==> src/rtl/fetch_stage.sv <==
`default_nettype none
// ============================================================================
// fetch_stage : MIPS IF stage (PC, imem handshake, IF/ID register, redirects)
// Optional FETCH_STATS_EN adds fetch_count / flush_count.  Rev 1.0
// ============================================================================
module fetch_stage #(
  parameter logic [31:0] RESET_PC = 32'h0000_0000
) (
  input  logic        clk,
  input  logic        rst,
  input  logic        stall,
  input  logic        branch_taken,
  input  logic [31:0] branch_target,
  input  logic        jump,
  output logic        imem_req,
  output logic [31:0] imem_addr,
  input  logic        imem_ready,
  input  logic [31:0] imem_rdata,
  output logic [31:0] instr,
  output logic [31:0] pc_plus4,
  output logic        instr_valid
`ifdef FETCH_STATS_EN
  ,
  output logic [31:0] fetch_count,
  output logic [31:0] flush_count
`endif
);

  localparam logic [1:0] c_st_fetch = 2'd0;
  localparam logic [1:0] c_st_drain = 2'd1;
  localparam logic [1:0] c_st_buf   = 2'd2;

  logic [1:0]  state_q, state_d;
  logic [31:0] pc_q, pc_d;
  logic [31:0] pend_q, pend_d;
  logic [31:0] buf_instr_q, buf_instr_d;
  logic [31:0] buf_pc4_q, buf_pc4_d;
  logic [31:0] instr_q, instr_d;
  logic [31:0] pc4_q, pc4_d;
  logic        valid_q, valid_d;

  logic        w_redirect;
  logic [31:0] w_target;
  logic [31:0] w_pc_inc;
  logic        w_if_load;

  // A jump is only honoured for a real, non-stalled IF/ID word; branches always win.
  assign w_redirect = branch_taken | (jump & valid_q & ~stall);
  assign w_target   = branch_taken ? branch_target
                                   : {pc4_q[31:28], instr_q[25:0], 2'b00};
  assign w_pc_inc   = pc_q + 32'd4;

  assign imem_req    = ~rst & (state_q != c_st_buf);
  assign imem_addr   = pc_q;
  assign instr       = instr_q;
  assign pc_plus4    = pc4_q;
  assign instr_valid = valid_q;

  always_comb begin
    state_d     = state_q;
    pc_d        = pc_q;
    pend_d      = pend_q;
    buf_instr_d = buf_instr_q;
    buf_pc4_d   = buf_pc4_q;
    instr_d     = instr_q;
    pc4_d       = pc4_q;
    valid_d     = valid_q;
    w_if_load   = 1'b0;

    if (w_redirect) begin
      instr_d = 32'd0;
      valid_d = 1'b0;
    end

    case (state_q)
      c_st_fetch: begin
        if (imem_ready) begin
          if (w_redirect) begin
            pc_d = w_target;
          end else if (!stall) begin
            instr_d   = imem_rdata;
            pc4_d     = w_pc_inc;
            valid_d   = 1'b1;
            w_if_load = 1'b1;
            pc_d      = w_pc_inc;
          end else begin
            buf_instr_d = imem_rdata;
            buf_pc4_d   = w_pc_inc;
            pc_d        = w_pc_inc;
            state_d     = c_st_buf;
          end
        end else if (w_redirect) begin
          pend_d  = w_target;
          state_d = c_st_drain;
        end else if (!stall) begin
          instr_d = 32'd0;
          valid_d = 1'b0;
        end
      end

      c_st_drain: begin
        // The outstanding word belongs to the wrong path; wait it out, then discard.
        instr_d = 32'd0;
        valid_d = 1'b0;
        if (w_redirect) begin
          pend_d = w_target;
        end
        if (imem_ready) begin
          pc_d    = w_redirect ? w_target : pend_q;
          state_d = c_st_fetch;
        end
      end

      c_st_buf: begin
        if (w_redirect) begin
          pc_d    = w_target;
          state_d = c_st_fetch;
        end else if (!stall) begin
          instr_d   = buf_instr_q;
          pc4_d     = buf_pc4_q;
          valid_d   = 1'b1;
          w_if_load = 1'b1;
          state_d   = c_st_fetch;
        end
      end

      default: begin
        state_d = c_st_fetch;
      end
    endcase
  end

  always_ff @(posedge clk) begin
    if (rst) begin
      state_q     <= c_st_fetch;
      pc_q        <= RESET_PC;
      pend_q      <= 32'd0;
      buf_instr_q <= 32'd0;
      buf_pc4_q   <= 32'd0;
      instr_q     <= 32'd0;
      pc4_q       <= 32'd0;
      valid_q     <= 1'b0;
    end else begin
      state_q     <= state_d;
      pc_q        <= pc_d;
      pend_q      <= pend_d;
      buf_instr_q <= buf_instr_d;
      buf_pc4_q   <= buf_pc4_d;
      instr_q     <= instr_d;
      pc4_q       <= pc4_d;
      valid_q     <= valid_d;
    end
  end

`ifdef FETCH_STATS_EN
  logic [31:0] fetch_cnt_q;
  logic [31:0] flush_cnt_q;

  always_ff @(posedge clk) begin
    if (rst) begin
      fetch_cnt_q <= 32'd0;
      flush_cnt_q <= 32'd0;
    end else begin
      if (w_if_load) begin
        fetch_cnt_q <= fetch_cnt_q + 32'd1;
      end
      if (w_redirect) begin
        flush_cnt_q <= flush_cnt_q + 32'd1;
      end
    end
  end

  assign fetch_count = fetch_cnt_q;
  assign flush_count = flush_cnt_q;
`else
  logic w_unused_load;
  assign w_unused_load = w_if_load;
`endif

endmodule
`default_nettype wire
==> config.mk <==
export PLATFORM = sky130hd
export DESIGN_NAME = fetch_stage
export DESIGN_NICKNAME = d
export VERILOG_FILES = /design/src/rtl/fetch_stage.sv
export SDC_FILE = /design/constraint.sdc
export NUM_CORES = 1
export LEC_CHECK = 0
export ABC_AREA = 1
export CORE_MARGIN = 1.5
export CORE_UTILIZATION = 49
export DETAILED_ROUTE_END_ITERATION = 12
export GPL_TIMING_DRIVEN = 0
export PLACE_DENSITY = 0.75
export SLEW_MARGIN = 30
export SYNTH_ARGS = -nofsm -noshare
export SYNTH_HDL_FRONTEND = slang
export SYNTH_SLANG_ARGS = --single-unit
==> constraint.sdc <==
create_clock -name clk -period 1.55 [get_ports clk]
set_input_delay 0.31 -clock clk [delete_from_list [all_inputs] [get_ports clk]]
set_output_delay 0.31 -clock clk [all_outputs]
set_load 0.02 [all_outputs]
==> Flow_metrics.wiki, run 1 <==
{| class="wikitable"
! Metric !! Value
|-
| Clock H-tree levels || 4
|-
| Design internal power || 10.1 mW
|-
| Most frequent cells in the layout || 387 x sky130_fd_sc_hd__nand2_1, 163 x sky130_fd_sc_hd__dfxtp_1, 133 x sky130_fd_sc_hd__a21oi_2, 117 x sky130_fd_sc_hd__inv_1, 77 x sky130_fd_sc_hd__dlygate4sd2_1
|-
| CTS clk-pin slew, worst paths || 80 ps
|-
| Worst r2r src || state_q[1]
|-
| Crit path capture || pc_plus4[28]
|-
| Placer congestion estimate || 0.969
|-
| Clock Root Buffer || sky130_fd_sc_hd__clkbuf_16
|-
| Starting DRC count in detailed routing || 1,588
|-
| Total number of yosys warnings || 0
|-
| R2R Setup Slk || -350 ps
|-
| Fillers || 1,205
|-
| Share of power burned in registers || 37.2%
|-
| Post-synth top area share || 38.5%
|-
| Average cell area after synthesis || 6.65 um^2
|-
| Max-slew violation total from the final report || 0
|-
| Peak supply drop || 0.941 mV
|-
| Crit path launch || state_q[1]
|-
| Headroom to the max-slew limit || 35.2%
|-
| Fraction of registers with async set or reset after synthesis || 0%
|-
| Startpoint Class || flop
|-
| Count of input and output buffers || 165
|-
| Switching power of the nets || 6.24 mW
|-
| Count of non-filler cells in the finished layout || 2,087
|-
| Net count reported at finish || 1,878
|-
| Largest area contributor in the netlist || sky130_fd_sc_hd__dfxtp_1
|-
| Final hold violation count || 0
|-
| Yosys reg bits || 195
|-
| Worst setup margin || -352 ps
|-
| R2r worst-path depth || 11
|-
| Required time worst endpoint || 1910 ps
|-
| Number of global-route vias before repair || 11,900
|-
| Fraction of power spent switching nets || 38.2%
|-
| Class of the tightest hold or removal check || in2reg
|-
| Detailed-route via count || 13,100
|-
| Worst-margin pin slew || 971 ps
|-
| Worst Path Max Fanout || 8
|-
| Pleak || 7.05 nW
|-
| Setup CP Type || reg2reg
|-
| Layout area overhead || 60.3%
|-
| Clock period minus final worst setup slack || 1900 ps
|-
| Critical path capture point type || flop
|-
| Wire length of the first global-routing pass || 63.5 mm
|-
| DR WL/cell || 22.9 um
|-
| Combined area of all synthesized cells || 0.0101 mm^2
|-
| Post-placement cell count || 1,960
|-
| Commonest non-fill, non-tap cell in the layout || sky130_fd_sc_hd__nand2_1
|-
| Io pins || 168
|-
| Antenna Violating Nets Remaining || 0
|-
| Leading post-synthesis cells by cell area || sky130_fd_sc_hd__dfxtp_1 38%, sky130_fd_sc_hd__nand2_1 18%, sky130_fd_sc_hd__a21oi_1 10%, sky130_fd_sc_hd__o21ai_0 7.6%, sky130_fd_sc_hd__inv_1 4.6%
|-
| Die area || 0.0216 mm^2
|-
| Count of endpoints failing setup in the final report || 201
|-
| Predominant post-synthesis flop cell || sky130_fd_sc_hd__dfxtp_1
|-
| Die height || 147 um
|-
| Final setup TNS || -43,000 ps
|-
| Placed wire-length estimate after detailed placement || 25.6 mm
|-
| Number of buffers inserted during clock tree synthesis || 17
|-
| Clk_skew || 8.26 ps
|-
| Violations in the final reports || negative setup slack
|-
| Hold WS || 444 ps
|-
| Ratio of total power to cell area || 1000 mW/mm^2
|-
| Initial antenna violation count || 1
|-
| Synth cell types || 49
|-
| Total wire length || 47.7 mm
|-
| Final design area excluding fillers || 0.0163 mm^2
|-
| DR pass1 iterations || 8
|-
| Overflow left after global routing || 0
|-
| All-layer global routing usage || 37.5%
|-
| TritonCTS clock tree || built
|-
| Core region area || 0.0203 mm^2
|-
| Initial Utilization || 50.0%
|-
| Fmax achieved || 526 MHz
|-
| Pin count of the biggest net entering global routing || 17
|-
| Number of flops mapped to enable cells by yosys || 0
|-
| FF-to-FF End || pc_plus4[28]
|-
| Result of the run || finished with violations
|-
| Fraction of final layout cells with drive strength greater than 1 || 36.7%
|-
| Max capacitance violation total || 0
|-
| Endpoint arrival time on the critical path || 2270 ps
|-
| Unrepaired setup endpoints after global routing || yes
|-
| Die X || 147 um
|-
| Final routed DRC violation total || 0
|-
| Net count after synthesis || 1,600
|-
| Number of placement rows || 52
|-
| Clock Path Buffers || 2
|-
| Part of the total power dissipated in the clock network || 26.0%
|-
| Share of the clock period used by the worst path after layout || 123%
|-
| Post-cts hold buffer count || 0
|-
| Power share of the combinational group || 36.8%
|-
| Share of the yosys chip area belonging to registers || 38.5%
|-
| Sink Count || 195
|-
| Cell area after placement || 0.0122 mm^2
|-
| Worst-skew pair later-pin latency || 460 ps
|-
| Cell count after synthesis || 1,525
|-
| Routed via count divided by cell count || 6.26
|}
## area by class of cell
type                    instances  area (um^2)  share of cell area [%]
repair inverters                2         28.8                   0.177
inverters                     132          558                    3.43
diodes                          1         2.50                  0.0154
clock inverters                11         78.8                   0.485
well taps                     270          338                    2.08
clock buffers                  21          450                    2.77
flip-flops and latches        195         3970                    24.4
plain buffers                  93          888                    5.46
multi-input cells            1099         7040                    43.3
repair buffers                263         2900                    17.8
## Yosys cell counts (9+ instances only)
cell type                  number
sky130_fd_sc_hd__buf_2         29
sky130_fd_sc_hd__nand2_1      491
sky130_fd_sc_hd__nand3_1       18
sky130_fd_sc_hd__a21oi_1      210
sky130_fd_sc_hd__o21ai_1       15
sky130_fd_sc_hd__inv_1        125
sky130_fd_sc_hd__o21ai_0      154
sky130_fd_sc_hd__o211ai_1      10
sky130_fd_sc_hd__clkbuf_1      51
sky130_fd_sc_hd__buf_4         11
sky130_fd_sc_hd__nand2_2        9
sky130_fd_sc_hd__nor2_1        81
sky130_fd_sc_hd__a22o_1        30
sky130_fd_sc_hd__dfxtp_1      195
## power by group through the flow
stage / combinational [mW] / sequential, mW / clock [mW]
3_3_place_gp: 3.56 / 5.99 / 0
3_5_place_dp: 3.61 / 6.00 / 0
5_1_grt: 6.24 / 6.10 / 4.39
2_1_floorplan: 2.01 / 6.15 / 0
4_1_cts: 4.77 / 5.96 / 4.12
6_report: 6.01 / 6.07 / 4.26
## flip-flops by register name, indices dropped and copies added, names as in the netlist
name,cells
buf_pc4_q,32
state_q,2
instr_valid,1
pend_q,32
instr,32
pc_plus4,32
buf_instr_q,32
imem_addr,32
## kinds of logic after synthesis
kind of cell	count (synthesis)	synth area share (%)
buffers and inverters	231	9.67
adders and majority gates	5	0.617
AOI/OAI and AO/OA	440	23.6
xor gates and xnor gates	14	1.58
DFF	195	38.5
and+or+nand+nor	640	26.1
## metrics by stage
stage	power (mW)	setup WS, ps	utilization (%)
2_1_floorplan	8.16	-17.0	-
3_3_place_gp	9.55	-771	60.0
3_5_place_dp	9.61	-760	60.0
4_1_cts	14.9	-231	73.2
5_1_grt	16.7	-414	80.1
6_report	16.3	-352	80.1
## routing by layer
| layer | global-route usage (%) | part of all wire, % |
|---|---|---|
| met5 | 0 | 0 |
| met2 | 60.5 | 45 |
| met3 | 9.29 | 12 |
| met4 | 23.1 | 7.9 |
| met1 | 45.2 | 34 |
## how the worst min path moves through the flow
stage / slack (ps) / to / start / cells past startpoint
global placement: 440 / buf_instr_q[10] / buf_instr_q[10] / 2
floorplan: 420 / buf_instr_q[10] / buf_instr_q[10] / 2
CTS: 450 / buf_instr_q[13] / imem_rdata[13] / 3
global route: 480 / buf_instr_q[13] / imem_rdata[13] / 3
finish: 440 / buf_instr_q[13] / imem_rdata[13] / 3
detailed placement: 440 / buf_instr_q[10] / buf_instr_q[10] / 2
## worst max-delay path: stages, from the launching register on
cell and delay (ps):
sky130_fd_sc_hd__dfxtp_4 410, sky130_fd_sc_hd__inv_4 60, sky130_fd_sc_hd__ha_4 220, sky130_fd_sc_hd__inv_6 90, sky130_fd_sc_hd__nor2_4 40, sky130_fd_sc_hd__a21oi_2 130, sky130_fd_sc_hd__nand2_2 130, sky130_fd_sc_hd__buf_6 170
sky130_fd_sc_hd__inv_12 110, sky130_fd_sc_hd__buf_8 150, sky130_fd_sc_hd__o21ai_2 60, sky130_fd_sc_hd__a21oi_1 240
## repair_timing
action,in CTS,in global routing
pin swaps,102,73
cloned,21,9
endpoints found under the hold margin,0,0
setup buffers,54,24
gates resized for setup,606,404
setup endpoints to repair,292,217
No activity file was read; power rests on OpenSTA's default activity.
==> inputs of run 2 (changes only) <==
- CAP_MARGIN: not set -> 20
==> results of run 2 <==
The final DEF is identical to that of run 1; final timing and power are the same.
